File: src/rtl/spi_slave_rx.sv
// spi_slave_rx: SPI slave receiver. spi_mclk, spi_dat and spi_ssal are
// synchronized into the clk domain, words are shifted in MSB first on
// rising spi_mclk edges, and each completed word is offered on a
// valid/ready output with overrun reporting. Defining the optional macro
// SPI_RX_FRAME_ERR_EN adds a frame_err pulse that reports words aborted
// part-way through.
module spi_slave_rx #(
   parameter int DATA_W      = 16,
   parameter int SYNC_STAGES = 2
) (
   input  logic              clk,
   input  logic              rst,
   input  logic              spi_mclk,
   input  logic              spi_dat,
   input  logic              spi_ssal,
   input  logic              rx_ready,
   output logic [DATA_W-1:0] rx_data,
   output logic              rx_valid,
   output logic              rx_overrun,
   output logic [4:0]        bit_count
`ifdef SPI_RX_FRAME_ERR_EN
   ,
   output logic              frame_err
`endif
);

   localparam logic [4:0] FULL_COUNT = 5'(DATA_W);

   typedef enum logic [1:0] {
      IDLE,
      SHIFT,
      DONE
   } state_t;

   state_t              r_state;
   logic [SYNC_STAGES-1:0] r_mclkSync;
   logic [SYNC_STAGES-1:0] r_datSync;
   logic [SYNC_STAGES-1:0] r_ssalSync;
   logic                r_mclkPrev;
   logic [DATA_W-1:0]   r_shift;

   logic w_mclk;
   logic w_dat;
   logic w_ssal;
   logic w_edge;

   assign w_mclk = r_mclkSync[SYNC_STAGES-1];
   assign w_dat  = r_datSync[SYNC_STAGES-1];
   assign w_ssal = r_ssalSync[SYNC_STAGES-1];
   assign w_edge = w_mclk & ~r_mclkPrev;

   // Equal-length synchronizer chains keep data and select aligned with the
   // serial clock; one extra flop on the clock chain detects its rising edge.
   always_ff @(posedge clk or posedge rst) begin
      if (rst) begin
         r_mclkSync <= '0;
         r_datSync  <= '0;
         r_ssalSync <= '1;
         r_mclkPrev <= 1'b0;
      end else begin
         r_mclkSync <= {r_mclkSync[SYNC_STAGES-2:0], spi_mclk};
         r_datSync  <= {r_datSync[SYNC_STAGES-2:0], spi_dat};
         r_ssalSync <= {r_ssalSync[SYNC_STAGES-2:0], spi_ssal};
         r_mclkPrev <= w_mclk;
      end
   end

   // Receive FSM with its registered outputs: shifting, bit counting, word
   // hand-off to the consumer, overrun and abort pulses.
   always_ff @(posedge clk or posedge rst) begin
      if (rst) begin
         r_state    <= IDLE;
         r_shift    <= '0;
         bit_count  <= FULL_COUNT;
         rx_data    <= '0;
         rx_valid   <= 1'b0;
         rx_overrun <= 1'b0;
`ifdef SPI_RX_FRAME_ERR_EN
         frame_err  <= 1'b0;
`endif
      end else begin
         rx_overrun <= 1'b0;
`ifdef SPI_RX_FRAME_ERR_EN
         frame_err  <= 1'b0;
`endif
         if (rx_valid && rx_ready) begin
            rx_valid <= 1'b0;
         end
         case (r_state)
            IDLE: begin
               bit_count <= FULL_COUNT;
               if (!w_ssal) begin
                  r_state <= SHIFT;
               end
            end
            SHIFT: begin
               if (w_ssal) begin
                  r_state   <= IDLE;
                  bit_count <= FULL_COUNT;
                  r_shift   <= '0;
`ifdef SPI_RX_FRAME_ERR_EN
                  if ((bit_count != FULL_COUNT) && (bit_count != 5'd0)) begin
                     frame_err <= 1'b1;
                  end
`endif
               end else if (w_edge) begin
                  r_shift <= {r_shift[DATA_W-2:0], w_dat};
                  if (bit_count != 5'd0) begin
                     bit_count <= bit_count - 5'd1;
                  end
                  if (bit_count == 5'd1) begin
                     r_state <= DONE;
                  end
               end
            end
            DONE: begin
               bit_count <= FULL_COUNT;
               r_state   <= w_ssal ? IDLE : SHIFT;
               if (!rx_valid || rx_ready) begin
                  rx_data  <= r_shift;
                  rx_valid <= 1'b1;
               end else begin
                  rx_overrun <= 1'b1;
               end
            end
            default: begin
               r_state <= IDLE;
            end
         endcase
      end
   end

endmodule

File: config.mk
export PLATFORM = sky130hd
export DESIGN_NAME = spi_slave_rx
export DESIGN_NICKNAME = d
export VERILOG_FILES = /design/src/rtl/spi_slave_rx.sv
export SDC_FILE = /design/constraint.sdc
export NUM_CORES = 1
export LEC_CHECK = 0
export BUFFER_PORTS_ARGS = -buffer_cell sky130_fd_sc_hd__clkbuf_2
export CORE_UTILIZATION = 50
export DETAILED_ROUTE_END_ITERATION = 7
export GPL_TIMING_DRIVEN = 0
export PLACE_DENSITY = 0.74
export SLEW_MARGIN = 20
export SYNTH_ARGS = -nofsm -noshare
export SYNTH_HDL_FRONTEND = slang
export SYNTH_SLANG_ARGS = --single-unit
File: constraint.sdc
create_clock -name clk -period 1.65 [get_ports clk]
set_clock_uncertainty 0.15 [all_clocks]
set_input_delay 0.0825 -clock clk [delete_from_list [all_inputs] [get_ports clk]]
set_output_delay 0.0825 -clock clk [all_outputs]
set_load 0.01 [all_outputs]
* After elaboration in Yosys (flattened, before gate mapping)
Index checks and enable logic that the tools add are counted.
** Word-level totals
- Register bits :: 48
- Bits of input ports :: 6
- Output and inout port bits :: 23
- Logic and storage cells :: 49
** Cells by class
- Add/sub/neg operators :: 1
- Equal/unequal tests :: 7
- Multiplexer cells :: 17
- Bitwise gates (word level) :: 2
- Reductions and logical operators :: 12
** Operators by type and width (count)
- 16-bit two-way mux :: 2
- 5-bit two-way mux :: 3
- 5-bit case mux with 2 select lines :: 1
- 3-bit != test (second input constant) :: 3
- 2-bit two-way mux :: 4
- 1-bit two-way mux :: 6
- 2-bit case mux with 3 select lines :: 1
- 3-bit AND reduction :: 2
- 5-bit by 1-bit equality test with 1-bit output (second input constant) :: 1
- 5-bit nonzero test :: 1
- 5-bit by 1-bit subtractor with 5-bit output (second input constant) :: 1
- 2-bit AND reduction :: 2
- 2-bit nonzero test :: 2
- 2-bit by 1-bit equality test with 1-bit output (second input constant) :: 1
- 2-bit equality test (second input constant) :: 1
- 2-bit logical NOT :: 1
- 2-bit != test (second input constant) :: 1
- 2-bit OR reduction :: 1
- 1-bit bitwise AND :: 1
- 1-bit logical AND :: 1
- 1-bit logical NOT :: 1
- 1-bit logical OR :: 1
- 1-bit inverter :: 1

* Logic depth before layout (Yosys ltp)
- Depth in word-level cells :: 5
- Depth in mapped cells :: 6
- Depth with buffers taken out :: 5

* Least setup slack after synthesis
Ideal clock, no wire load.
- Kind :: register -> register
- Start point :: register bit_count[0]
- End point :: register bit_count[1]
- Library setup time :: 140 ps
- Arrival :: 1456 ps
- Required time :: 1360 ps
- Path slack :: -96 ps
- Stages on the path, launching flop included :: 6
- Buffers on the path :: 0
- Clock period less this slack :: 1746 ps
- Cells stage by stage :: dfrtp_1 inv_1 ha_1 or3b_1 o311ai_1 o22ai_1
** On the way
- Word-level cells in the longest chain between the ends :: 5
- Elaborated cells on any way between the ends :: 8
- Classes of those cells :: 1 x add/sub; 1 x eq/ne; 4 x mux; 2 x reduce/logical
** Ends and longest elaborated chain
- start, declared :: line 20 : output logic [4:0] bit_count
- start signal, assigned :: line 109 : bit_count <= bit_count - 5'd1;
- 5-bit by 1-bit subtractor with 5-bit output :: line 109
- 5-bit two-way mux :: line 108 : if (bit_count != 5'd0) begin
- 5-bit two-way mux :: line 106 : end else if (w_edge) begin
- 5-bit two-way mux :: line 97 : if (w_ssal) begin
- 5-bit case mux with 2 select lines :: line 89 : case (r_state)
Several ways; a longest one is shown, not always the timed one. The select of a mux whose other input is x is not followed.
A chain may end at the register's enable or synchronous reset.

* Final worst setup path
Same ends and word-level chain as after synthesis.

==> metrics.md <==
| Metric | Value |
|---|---|
| LEAKAGE | around 1.2 nW |
| Final nets | 183 |
| Final Non-Filler Cells | 224 |
| Synth top area share | 0.585 |
| Internal power | 1.60 mW |
| Peak supply drop | 0.631 mV |
| Synth top area cells | dfrtp_1 (58%), mux2_4 (7.8%), a22o_1 (7.3%), dfstp_2 (4.1%), mux2_2 (3.5%) |
| Clk Latency, worst-skew pair | 300 ps |
| # fillers | 281 |
| Critical Path Max Stage Delay | 400 ps |
| Crit. End Element | flip-flop |
| First-pass GRT wire length | 5770 um |
| Net Count, Synth | 135 |
| Setup-failing EPs final | 2 |
| HP Class | reg2reg |
| Remaining antenna violation count | 0 |
| Final setup margin | -20.1 ps |
| Cell family with most CP delay | flip-flops |
| CP Cell Sequence | inv_2 -> ha_4 -> or3b_4 -> o311ai_4 -> o22ai_1 |
| Switching power | 472 uW |
| Initial DRC Count | 59 |
| Die Ht | between 60 and 70 um |
| Htree depth | 2 |
| Placed cells | 204 |
| WP data required | 1670 ps |
| Slew margin rel. | 0.602 |
| Syn avg cell area | 15.2 sq um |
| Mapped Area | just under 2000 sq um |
| Hold Crit Depth | 0 |
| Tmin final | 1670 ps |
| Vias in the first global route | 1233 |
| DR pass1 iterations | 4 |
| Vias | 1198 |
| Crit share post-route | 1.01 |
| Pwr Density | 856 nW/um^2 |
| CTS buffer count | 5 |
| Setup CP Type | reg2reg |
| Failing checks | negative setup slack |
| Status | finished with violations |
| Post-synth top area cell | dfrtp_1 |
| WL final | approximately 3300 um |
| GRT Residual Overflow | 0 |
| Area delta synth->final | 25.9% |
| Die width | 64.1 um |
| # IOs | 29 |
| Root buf cell | clkbuf_8 |
| Setup crit start kind | flip-flop |
| Initial antenna violation count | 0 |
| RSZ-0062 raised after global routing | yes |
| Core ar. | 3690 sq um |
| Drt via density | 5.35 |
| Total Power | 2.07 mW |
| Std-Cell Rows | 22 |
| Critical R2R Launch | bit_count[0]$_DFFE_PP0P_ |
| DRC errors left | 0 |
| Final hold vios | 0 |
| Achievable Freq | 599 MHz |
| #FFs+latches synth | 48 |
| Deepest clock path buffer count | 2 |
| Routed len/inst | 14.8 um |
| RR Endpoint | bit_count[1]$_DFFE_PP0P_ |
| Min-delay src | r_mclkSync[0]$_DFF_PP0_ |
| Slew Limit Fails | 0 |
| N_diodes | 0 |
| Worst reg2reg setup slack | -20 ps |
| Routability cong. | 0.863 |
| Slew @ Worst Pin | 596 ps |
| Fraction of layout cells with a size suffix above 1 | 0.489 |
| Ys async rst share | 1.00 |
| Comb power frac | 0.068 |
| Syn. warnings | 0 |
| WP data arrival | between 1500 and 2000 ps |
| CP max stage cell | dfrtp_1 |
| Clock transition at path regs | 80 ps |
| Post-synth top flop | dfrtp_1 |
| CTS Sinks | 48 |
| Clock power share | 0.347 |
| GR Util All Layers | 0.191 |
| Hpwl dp | between 2000 and 2500 um |
| Hold path endpoint | r_mclkSync[1]$_DFF_PP0_ |
| # port buffers | 28 |
| Pin count of the biggest net entering global routing | 28 |
| Crit Path Max Fanout | 2 |
| Synth unique cells | 39 |
| TritonCTS clock tree | done |
| Finished Core Util | 0.657 |
| Worst Reg-to-Reg Cells | 5 |
| Total of max-cap violations | 0 |
| Mapped Cells | 127 |
| Bufs and invs on worst path | 1 |
| Crit path launch | bit_count[0]$_DFFE_PP0P_ |
| Register area share after synthesis | 0.626 |
| Flop pwr share | 0.586 |
| Number of synthesized flops with an enable pin | 0 |
| Initial core utilization | 0.522 |
| Sw Ratio | 0.227 |
| Die footprint | just over 4000 sq um |
power by group through the flow:
stage,combinational (mW),sequential (mW),clock [mW]
floorplan,0.0733,1.23,0
global placement,0.0985,1.23,0
detailed placement,0.112,1.24,0
CTS,0.135,1.21,0.748
global route,0.156,1.22,0.789
finish,0.141,1.21,0.719
routing by layer:
layer / up-vias / GRT usage / routed length (um) / part of all wire
met1: 606 / 0.233 / 1470 / 0.44
met2: 26 / 0.313 / 1700 / 0.51
li1: 562 / - / - / -
met3: 4 / 0.0554 / 103 / 0.031
met4: 0 / 0.0852 / 49 / 0.015
met5: - / 0 / 0 / 0
timing repair:
action                     in CTS  in global routing
hold buffers                    5                  0
hold endpoints to repair       29                  0
setup endpoints to repair      12                 19
pin swaps                       3                  1
gates resized for setup         4                  7
setup buffers                   7                  1
sequential cells by signal, summed over array words and instances (netlist names):
register    flops
bit_count       5
r_datSync       2
r_mclkPrev      1
r_mclkSync      2
r_shift        16
r_ssalSync      2
r_state         2
rx_data        16
rx_overrun      1
rx_valid        1
cells in the final DEF (no fill, tap or decap), types with 2 or more instances in the layout:
cell type       n
dlygate4sd3_1   5
mux2_2          6
buf_4           8
clkbuf_8        6
a21oi_1         2
nand2_1         3
nor2b_2         2
clkinvlp_4      2
dfstp_2         3
a22o_1         16
nor2_1          2
clkbuf_2       28
mux2_4         10
inv_2           3
buf_6           2
dfrtp_1        44
nand2b_1        2
per-stage QoR:
step           hold slack (ps)  instance area [sq um]  setup TNS, ps  worst slack [ps]
3_5_place_dp              23.0                   2180           -492              -103
4_1_cts                    211                   2390              0              3.10
5_1_grt                    217                   2420           -181             -80.0
3_3_place_gp              19.9                   2150          -8880              -193
6_report                   207                   2420          -22.6             -20.1
2_1_floorplan            -63.0                   1950          -41.1             -26.5
synth_stat cells (all sizes together) (2+ instances only):
cell type	number
ha	2
nand2b	3
nor2	2
o21ai	2
dfrtp	45
nand2	3
dfstp	3
mux2	16
a21oi	2
inv	4
nor3b	2
or3b	2
nor2b	3
buf	6
a22o	16
how the worst max path moves through the flow:
stage,endpoint,slack [ps],cells after the start
final,bit_count[1]$_DFFE_PP0P_,-20,5
after global routing,bit_count[1]$_DFFE_PP0P_,-80,5
after CTS,bit_count[1]$_DFFE_PP0P_,3,5
after detailed placement,bit_count[0]$_DFFE_PP0P_,-100,5
after global placement,rx_data[6]$_DFFE_PP0P_,-190,2
after floorplan,bit_count[0]$_DFFE_PP0P_,-30,5
area by class of cell:
type | count | area (sq um) | area share
inverters | 4 | 15.0 | 0.00620
well taps | 48 | 60.1 | 0.0248
multi-input cells | 69 | 702 | 0.290
flip-flops and latches | 48 | 1210 | 0.498
plain buffers | 5 | 65.1 | 0.0268
clock inverters | 2 | 15.0 | 0.00620
clock buffers | 6 | 82.6 | 0.0341
repair buffers | 42 | 278 | 0.115
kinds of logic after synthesis:
| group | count (synthesis) | share of synthesized area |
|---|---|---|
| AOI/OAI and AO/OA | 28 | 0.119 |
| adders and majority gates | 2 | 0.0130 |
| buffers and inverters | 10 | 0.0442 |
| DFF | 48 | 0.626 |
| muxes | 17 | 0.118 |
| and+or+nand+nor | 22 | 0.0799 |
No activity file was read; power rests on OpenSTA's default activity.
